`src/rtl/rpn_stack_alu_if.sv`:
```
// Command/status bundle for the RPN stack calculator.
// master: drives Value and the one-cycle command pulses, observes the status outputs.
// slave : the calculator core; consumes the commands and drives Top/DispEn/Depth/Busy/Err/Ovf.
interface rpn_stack_alu_if;
  logic signed [7:0] Value;   // operand from switches, sampled on a push
  logic              PushP;   // command pulses, one cycle each
  logic              PopP;
  logic              AddP;
  logic              SubP;
  logic              MulP;
  logic signed [7:0] Top;     // stack entry 0, 0 when empty
  logic              DispEn;  // stack not empty
  logic [2:0]        Depth;   // valid entries, 0..4
  logic              Busy;    // multiply in progress
  logic              Err;     // last command rejected
  logic              Ovf;     // last arithmetic result out of range

  modport master (
    output Value, PushP, PopP, AddP, SubP, MulP,
    input  Top, DispEn, Depth, Busy, Err, Ovf
  );

  modport slave (
    input  Value, PushP, PopP, AddP, SubP, MulP,
    output Top, DispEn, Depth, Busy, Err, Ovf
  );
endinterface

```
`src/rtl/rpn_stack_alu.sv`:
```
// Four-entry signed 8-bit RPN calculator: push/pop/add/sub single-cycle, multiply by
// 8-cycle shift-add plus one writeback cycle (Busy for 9 cycles), wrap-around results.
// Ports: Clock, Reset_n (sync, active-low), bus (slave modport: Value, command pulses in;
// Top, DispEn, Depth, Busy, Err, Ovf out). Commands arriving while Busy are dropped.
module rpn_stack_alu (
  input  logic              Clock,
  input  logic              Reset_n,
  rpn_stack_alu_if.slave    bus
);

  typedef enum logic [1:0] {IDLE, MUL, WB} state_t;

  state_t            state_q, state_d;
  logic [3:0][7:0]   ent_q, ent_d;      // ent[0] = top of stack
  logic [2:0]        depth_q, depth_d;
  logic              err_q, err_d;
  logic              ovf_q, ovf_d;
  logic [15:0]       acc_q, acc_d;      // product magnitude accumulator
  logic [15:0]       mcand_q, mcand_d;  // multiplicand magnitude, shifted left each step
  logic [7:0]        mplier_q, mplier_d;// multiplier magnitude, shifted right each step
  logic [2:0]        cnt_q, cnt_d;
  logic              neg_q, neg_d;      // operand signs differ

  logic [4:0]        cmd;
  logic              multi;
  logic [8:0]        sum9, diff9;
  logic [7:0]        mag0, mag1;
  logic signed [15:0] prod_s;
  logic              prod_ovf;

  assign cmd   = {bus.PushP, bus.PopP, bus.AddP, bus.SubP, bus.MulP};
  // Clearing the lowest set bit leaves something only if two or more pulses are high.
  assign multi = (cmd & (cmd - 5'd1)) != 5'd0;

  // Sign-extended 9-bit arithmetic; overflow when the two top bits disagree.
  assign sum9  = {ent_q[1][7], ent_q[1]} + {ent_q[0][7], ent_q[0]};
  assign diff9 = {ent_q[1][7], ent_q[1]} - {ent_q[0][7], ent_q[0]};

  // 8-bit unsigned magnitudes so -128 becomes 128 rather than overflowing.
  assign mag0 = ent_q[0][7] ? 8'(~ent_q[0] + 8'd1) : ent_q[0];
  assign mag1 = ent_q[1][7] ? 8'(~ent_q[1] + 8'd1) : ent_q[1];

  // Magnitude is at most 16384, so a 16-bit signed result cannot wrap.
  assign prod_s   = neg_q ? -$signed(acc_q) : $signed(acc_q);
  assign prod_ovf = (prod_s > 16'sd127) || (prod_s < -16'sd128);

  always_comb begin
    state_d  = state_q;
    ent_d    = ent_q;
    depth_d  = depth_q;
    err_d    = err_q;
    ovf_d    = ovf_q;
    acc_d    = acc_q;
    mcand_d  = mcand_q;
    mplier_d = mplier_q;
    cnt_d    = cnt_q;
    neg_d    = neg_q;

    case (state_q)
      IDLE: begin
        if (cmd != 5'd0) begin
          // Assume rejection; each accepted branch overrides err_d/ovf_d.
          err_d = 1'b1;
          ovf_d = 1'b0;
          if (!multi) begin
            if (bus.PushP) begin
              if (depth_q != 3'd4) begin
                ent_d   = {ent_q[2:0], bus.Value};
                depth_d = depth_q + 3'd1;
                err_d   = 1'b0;
              end
            end else if (bus.PopP) begin
              if (depth_q != 3'd0) begin
                ent_d   = {8'h00, ent_q[3:1]};
                depth_d = depth_q - 3'd1;
                err_d   = 1'b0;
              end
            end else if (depth_q >= 3'd2) begin
              err_d = 1'b0;
              if (bus.AddP) begin
                ent_d   = {8'h00, ent_q[3:2], sum9[7:0]};
                depth_d = depth_q - 3'd1;
                ovf_d   = sum9[8] ^ sum9[7];
              end else if (bus.SubP) begin
                ent_d   = {8'h00, ent_q[3:2], diff9[7:0]};
                depth_d = depth_q - 3'd1;
                ovf_d   = diff9[8] ^ diff9[7];
              end else begin
                // Multiply: latch magnitudes and sign; stack stays frozen until WB.
                state_d  = MUL;
                acc_d    = 16'd0;
                mcand_d  = {8'h00, mag0};
                mplier_d = mag1;
                cnt_d    = 3'd0;
                neg_d    = ent_q[0][7] ^ ent_q[1][7];
              end
            end
          end
        end
      end

      MUL: begin
        if (mplier_q[0]) begin
          acc_d = acc_q + mcand_q;
        end
        mcand_d  = {mcand_q[14:0], 1'b0};
        mplier_d = {1'b0, mplier_q[7:1]};
        cnt_d    = cnt_q + 3'd1;
        if (cnt_q == 3'd7) begin
          state_d = WB;
        end
      end

      WB: begin
        ent_d   = {8'h00, ent_q[3:2], prod_s[7:0]};
        depth_d = depth_q - 3'd1;
        ovf_d   = prod_ovf;
        state_d = IDLE;
      end

      default: state_d = IDLE;
    endcase
  end

  always_ff @(posedge Clock) begin
    if (!Reset_n) begin
      state_q  <= IDLE;
      ent_q    <= '0;
      depth_q  <= 3'd0;
      err_q    <= 1'b0;
      ovf_q    <= 1'b0;
      acc_q    <= 16'd0;
      mcand_q  <= 16'd0;
      mplier_q <= 8'd0;
      cnt_q    <= 3'd0;
      neg_q    <= 1'b0;
    end else begin
      state_q  <= state_d;
      ent_q    <= ent_d;
      depth_q  <= depth_d;
      err_q    <= err_d;
      ovf_q    <= ovf_d;
      acc_q    <= acc_d;
      mcand_q  <= mcand_d;
      mplier_q <= mplier_d;
      cnt_q    <= cnt_d;
      neg_q    <= neg_d;
    end
  end

  // Status outputs come straight from registers.
  assign bus.Top    = (depth_q == 3'd0) ? 8'sd0 : $signed(ent_q[0]);
  assign bus.DispEn = (depth_q != 3'd0);
  assign bus.Depth  = depth_q;
  assign bus.Busy   = (state_q != IDLE);
  assign bus.Err    = err_q;
  assign bus.Ovf    = ovf_q;

endmodule

```
`src/flat_wrapper.sv`:
```
// flat-port wrapper written by rule: the top's interface ports become plain ports
module rpn_stack_alu_flat 
  (Clock, Reset_n, bus_Value, bus_PushP, bus_PopP, bus_AddP, bus_SubP, bus_MulP, bus_Top, bus_DispEn, bus_Depth, bus_Busy, bus_Err, bus_Ovf);
  rpn_stack_alu_if bus_i ();
  input  logic Clock;
  input  logic Reset_n;
  input wire logic [$bits(bus_i.Value)-1:0] bus_Value;
  input wire logic [$bits(bus_i.PushP)-1:0] bus_PushP;
  input wire logic [$bits(bus_i.PopP)-1:0] bus_PopP;
  input wire logic [$bits(bus_i.AddP)-1:0] bus_AddP;
  input wire logic [$bits(bus_i.SubP)-1:0] bus_SubP;
  input wire logic [$bits(bus_i.MulP)-1:0] bus_MulP;
  output wire logic [$bits(bus_i.Top)-1:0] bus_Top;
  output wire logic [$bits(bus_i.DispEn)-1:0] bus_DispEn;
  output wire logic [$bits(bus_i.Depth)-1:0] bus_Depth;
  output wire logic [$bits(bus_i.Busy)-1:0] bus_Busy;
  output wire logic [$bits(bus_i.Err)-1:0] bus_Err;
  output wire logic [$bits(bus_i.Ovf)-1:0] bus_Ovf;
  assign bus_i.Value = bus_Value;
  assign bus_i.PushP = bus_PushP;
  assign bus_i.PopP = bus_PopP;
  assign bus_i.AddP = bus_AddP;
  assign bus_i.SubP = bus_SubP;
  assign bus_i.MulP = bus_MulP;
  assign bus_Top = bus_i.Top;
  assign bus_DispEn = bus_i.DispEn;
  assign bus_Depth = bus_i.Depth;
  assign bus_Busy = bus_i.Busy;
  assign bus_Err = bus_i.Err;
  assign bus_Ovf = bus_i.Ovf;
  rpn_stack_alu u_core (.Clock(Clock), .Reset_n(Reset_n), .bus(bus_i));
endmodule
```
`config.mk`:
```
export PLATFORM = sky130hd
export DESIGN_NAME = rpn_stack_alu_flat
export DESIGN_NICKNAME = d
export VERILOG_FILES = /design/src/rtl/rpn_stack_alu_if.sv /design/src/rtl/rpn_stack_alu.sv /design/src/flat_wrapper.sv
export SDC_FILE = /design/constraint.sdc
export NUM_CORES = 1
export LEC_CHECK = 0
export ABC_AREA = 1
export CAP_MARGIN = 0
export CORE_AREA = 10 10 112 104
export DETAILED_ROUTE_END_ITERATION = 16
export DIE_AREA = 0 0 122 114
export PLACE_DENSITY = 0.9
export RECOVER_POWER = 100
export SLEW_MARGIN = 5
export SYNTH_ARGS = -nofsm -noshare
export SYNTH_HDL_FRONTEND = slang
export SYNTH_SLANG_ARGS = --single-unit
```
`constraint.sdc`:
```
create_clock -name Clock -period 3.4 [get_ports Clock]
set_clock_uncertainty 0.1 [all_clocks]
set_input_delay 0.34 -clock Clock [delete_from_list [all_inputs] [get_ports Clock]]
set_output_delay 0.34 -clock Clock [all_outputs]
set_load 0.02 [all_outputs]
```
Word-level counts from Yosys, hierarchy flattened
Index checks and enable logic that the tools add are counted.
- bits in registers: 83
- bits of input ports: 15
- logic and storage cells: 150
- add/sub/neg operators: 10
- $lt $le $gt $ge: 3
- equal/unequal tests: 17
- mux-type cells: 80
- bitwise operators: 11
- reduce and logical (&&, ||, !) cells: 16
- operators with widths (operator ; number):
    two-way mux 32 bit ; 9
    two-way mux 16 bit ; 16
    two-way mux 8 bit ; 10
    case mux 16 bit (2 select lines) ; 2
    case mux 32 bit (2 select lines) ; 1
    two-way mux 3 bit ; 16
    AND reduction 8 bit ; 3
    adder 16 bit ; 1
    adder 8 x 1 -> 8 bit (second input constant) ; 2
    greater-than comparator 16 x 8 -> 1 bit (second input constant) ; 1
    less-than comparator 16 x 8 -> 1 bit (second input constant) ; 1
    two-way mux 2 bit ; 8
    negator 16 bit ; 1
    inverter 8 bit ; 2
    case mux 8 bit (2 select lines) ; 1
    two-way mux 1 bit ; 13
    case mux 3 bit (2 select lines) ; 2
    inequality test 2 bit (second input constant) ; 5
    nonzero test 5 bit ; 2
    adder 8 x 8 -> 9 bit ; 1
    AND reduction 9 bit ; 1
    subtractor 8 x 8 -> 9 bit ; 1
    inequality test 2 x 1 -> 1 bit (second input constant) ; 4
    AND reduction 7 bit ; 1
    other kinds (23) ; 33

Longest topological paths before layout
- word-level depth: 11
- mapped depth: 17
- mapped depth without buffers: 17

Worst setup path before layout
No wires, ideal clock.
- path kind: reg2reg
- start: register u_core.depth_q[0] (netlist: u_core.bus.Depth[0])
- end: register u_core.ent_q[24] (netlist name)
- library setup time: 0.128 ns
- arrival: 1.949 ns
- required time: 3.172 ns
- path slack: 1.224 ns
- cell stages (with the launch flop): 14
- buffers on the path: 1
- cell sequence: dfxtp_1 > inv_1 > ha_1 > inv_1 > nor2_4 > inv_1 > o22ai_1 > nor3_2 > nand2_2 > nand2_2 > inv_2 > buf_2 > a22oi_1 > nor2_1
- word-level cells in the longest chain between the ends: 3
- elaborated cells on any way between the ends: 7
- RTL lines (what ; RTL line ; text):
    from (decl) ; rpn_stack_alu.sv:15 ; logic [2:0] depth_q, depth_d;
    from (signal assigned) ; rpn_stack_alu.sv:140 ; depth_q <= depth_d;
    nonzero test 3 bit ; n/a ;
    via bus_DispEn ; flat_wrapper.sv:14 ; output wire logic [$bits(bus_i.DispEn)-1:0] bus_DispEn;
    inequality test 4 bit (no line) ; n/a ;
    AND reduction 7 bit (no line) ; n/a ;
    to (signal assigned) ; rpn_stack_alu.sv:139 ; ent_q <= ent_d;
    to (decl) ; rpn_stack_alu.sv:14 ; logic [3:0][7:0] ent_q, ent_d;
The timed path passes the listed nets, and every way through them passes these cells.
A chain may end at the register's enable or synchronous reset.

Worst setup path after layout
- start: input port bus_PushP
- end: register u_core.ent_q[15] (netlist name)
- word-level cells in the longest chain between the ends: 5
- elaborated cells on any way between the ends: 15
- RTL lines (what ; RTL line ; text):
    from (decl) ; flat_wrapper.sv:8 ; input wire logic [$bits(bus_i.PushP)-1:0] bus_PushP;
    subtractor 5 x 1 -> 5 bit ; rpn_stack_alu.sv:33 ; assign multi = (cmd & (cmd - 5'd1)) != 5'd0;
    bitwise AND 5 bit ; rpn_stack_alu.sv:33 ;
    nonzero test 5 bit ; rpn_stack_alu.sv:33 ;
    inequality test 2 bit (no line) ; n/a ;
    AND reduction 7 bit (no line) ; n/a ;
Several ways; a longest one is shown, not always the timed one. The select of a mux whose other input is x is not followed.

==> metrics.md <==
| Metric | Value |
|---|---|
| Outcome | `completed` |
| Initial Util | `62.8%` |
| Post-layout util | `68.2%` |
| Placer congestion estimate | `0.958` |
| Top cell type by total area after synthesis | `dfxtp_1` |
| Overall Global Routing Usage | `23.2%` |
| Endpoint type of the worst setup path | `flop` |
| Number of global-route vias before repair | `between 5,000 and 6,000` |
| Reg-to-Reg End | `u_core.ent_q[15]` |
| Initial drt markers | `666` |
| First-pass GRT wire length | `26,800 um` |
| Min Tclk post-route | `2.92 ns` |
| Via Count | `6,195` |
| Routed len/inst | `15.4 um` |
| Synth unique cells | `42` |
| Setup TNS | `0 ns` |
| PD cells | `344 nW/um2` |
| Clock transition at path regs | `0.11 ns` |
| Switching Fraction | `34.4%` |
| Post-synthesis cell count | `906` |
| Std-Cell Rows | `34` |
| # setup viols final | `0` |
| Multi-input logic area | `between 3000 and 4000 um2` |
| IO Port Bufs | `29` |
| Resize count post-CTS | `0` |
| Die footprint | `13,900 um2` |
| Worst Tran Pin Value | `1.36 ns` |
| Total CTS buffers | `9` |
| Chip width | `122 um` |
| CP Cell Sequence | `dlygate4sd3_1 -> nor2_1 -> inv_1 -> o22ai_1 -> nor3_1 -> nand2_2 -> nand2_1 -> buf_4 -> o21ai_0 -> a31oi_1` |
| CTS tree | `built` |
| Post-DRT Antenna Nets | `0` |
| Initial antenna violation count | `0` |
| Pin count of the biggest net entering global routing | `41` |
| Hold_sp | `u_core.mplier_q[7]` |
| # IOs | `30` |
| Net Sw Power | `between 0.7 and 0.8 mW` |
| Slack of the worst reg-to-reg path | `0.50 ns` |
| Crit-path slowest cell | `dlygate4sd3_1` |
| Synth-to-Final Area Change | `8.58%` |
| Hold Fails Final Rpt | `0` |
| Top post-synthesis cells by area | `dfxtp_1 (28%), nand2_1 (13%), ha_1 (8.5%)` |
| Count of pins over their slew limit | `0` |
| Largest stage delay, worst path | `approximately 0.81 ns` |
| First drt pass iteration count | `5` |
| Setup Buffers After CTS | `0` |
| Post-synth EDFFs | `0` |
| Layout net count | `between 900 and 1,000` |
| Clock power frac | `between 30 and 40%` |
| DRC viols | `0` |
| Worst flop-to-flop path startpoint | `u_core.bus.Depth[1]` |
| Fraction of layout cells with a size suffix above 1 | `5.63%` |
| Final Cycle Share | `85.9%` |
| Antenna Cells | `0` |
| Post-CTS Hold Buffers | `0` |
| Root buffer cell | `clkbuf_8` |
| Via-to-Cell Ratio | `5.91` |
| Grt total ovfl | `0` |
| Synth Warn # | `0` |
| Synthesized Nets | `964` |
| Syn_area_per_cell | `roughly 6.5 um2` |
| Max Cap Violations | `0` |
| Slew HR | `slightly below 9%` |
| Yosys top cell area share | `roughly 28%` |
| Worst skew pair latency | `0.36 ns` |
| Sequential cell area | `around 1700 um2` |
| Predominant post-synthesis flop cell | `dfxtp_1` |
| Most frequent cell after synthesis | `nand2_1` |
| Kind of start point of the critical path | `input port` |
| Max Clock Freq | `342 MHz` |
| Setup CP Type | `input port to flop` |
| Ys async rst share | `0%` |
| CTS HTree Levels | `3` |
| Worst hold path class | `flop to flop` |
| Die Y-Extent | `about 110 um` |
| Syn Std Cell Area | `5910 um2` |
| Clock Sinks | `83` |
| Worst Path Arrival | `3.11 ns` |
| FILL cells | `827` |
| Top cells by count, synth | `nand2_1 (206), a21oi_1 (93), inv_1 (92)` |
| Peak supply drop | `269 uV` |
| Worst path required time | `3.59 ns` |
| WHS Endpoint | `u_core.mplier_q[7]` |
| Int Pwr | `1.45 mW` |
| Worst-path fanout max | `36` |
| Post-synthesis sequential area ratio | `28.1%` |
| Reg2reg path depth | `12` |
| Leak Pwr | `2.84 nW` |
| RSZ-0062 raised after global routing | `no` |
| DP HPWL | `11,800 um` |
| Longest Clk Path Bufs | `2` |
| Final WL | `around 16,000 um` |
| Synthesis-stage register bit count | `83` |
| Sequential share of power | `47.6%` |
| Comb pwr share | `19.7%` |
| Core ar. | `9400 um2` |
| Hold path depth | `2` |
-- layout by cell type, fill, tap and decap left out, types with 5 or more instances in the layout --
cell             instances
nor3_1                  12
inv_1                   92
clkdlybuf4s50_1         13
a21oi_1                 93
nor2_1                  82
nand3_1                 68
buf_4                    9
a21oi_2                 10
o211ai_1                 5
a22oi_1                 10
o22ai_1                  9
ha_1                    40
xor2_1                   5
dlygate4sd3_1           16
nand2_1                207
clkbuf_8                 9
o21ai_1                  9
dfxtp_1                 83
o21ai_0                 80
nand4_1                  7
a31oi_1                 17
-- power groups by stage --
| stage | logic, mW | registers (mW) | clock network (mW) |
|---|---|---|---|
| final | 0.435 | 1.05 | 0.722 |
| after global routing | 0.484 | 1.05 | 0.766 |
| after CTS | 0.433 | 1.05 | 0.728 |
| after detailed placement | 0.429 | 1.07 | 0 |
| after global placement | 0.423 | 1.07 | 0 |
| after floorplan | 0.315 | 1.05 | 0 |
-- sequential cells by signal, indices dropped and copies added (netlist names) --
| signal | cells |
|---|---|
| u_core.ent_q | 32 |
| u_core.acc_q | 16 |
| u_core.mcand_q | 16 |
| u_core.mplier_q | 8 |
| u_core.bus.Depth | 3 |
| u_core.cnt_q | 3 |
| u_core.state_q | 2 |
| u_core.bus.Err | 1 |
| u_core.bus.Ovf | 1 |
| u_core.neg_q | 1 |
-- layer usage --
layer	vias up	wire length, um	GRT usage, %
met5	-	0	0
li1	3065	-	-
met2	272	7160	35.7
met4	0	217	4.77
met3	25	1580	5.73
met1	2833	7160	31.9
-- stage by stage --
stage / cells / cell area [um2] / setup WS [ns] / hold WS [ns] / power (mW)
4_1_cts: 1049 / 6430 / 0.840 / 0.364 / 2.21
5_1_grt: 1049 / 6410 / 0.298 / 0.387 / 2.30
3_3_place_gp: 1033 / 6230 / 0.511 / 0.346 / 1.49
3_5_place_dp: 1033 / 6230 / 0.513 / 0.348 / 1.50
2_1_floorplan: 906 / 5910 / 1.22 / 0.333 / 1.37
6_report: 1049 / 6410 / 0.480 / 0.362 / 2.21
-- worst max path at each step --
stage	cells past startpoint	endpoint	slack [ns]	from
5_1_grt	10	u_core.mplier_q[5]	0.30	u_core.bus.Depth[0]
3_5_place_dp	11	u_core.ent_q[14]	0.51	bus_PopP
4_1_cts	12	u_core.ent_q[14]	0.84	u_core.bus.Depth[1]
2_1_floorplan	13	u_core.ent_q[24]	1.22	u_core.bus.Depth[0]
3_3_place_gp	11	u_core.ent_q[11]	0.51	bus_PopP
6_report	10	u_core.ent_q[15]	0.48	bus_PushP
-- worst max-delay path, delay by kind of cell --
family                 cells  cell delay (ns)
AO/OA/AOI/OAI              3             0.44
AND/OR/NAND/NOR            4             1.00
buffers and inverters      3             1.31
-- kinds of logic (layout without fill, tap and decap cells) --
family                     count (synthesis)  after routing  synth area share, %
and+or+nand+nor                          391            391                 28.2
DFF                                       83             83                 28.1
adders and majority gates                 43             43                 9.49
buffers and inverters                    136            153                 9.77
AOI/OAI and AO/OA                        245            245                 23.2
xor gates and xnor gates                   8              8                 1.19
-- area by class of cell --
type	instances	share of cell area (%)
Clock buffer	9	1.93
Clock inverter	7	1.19
Inverter	98	5.85
Multi-Input combinational cell	687	57.0
Sequential cell	83	25.9
Tap cell	126	2.46
Timing Repair Buffer	39	5.66
(Power assumes the default switching activity.)
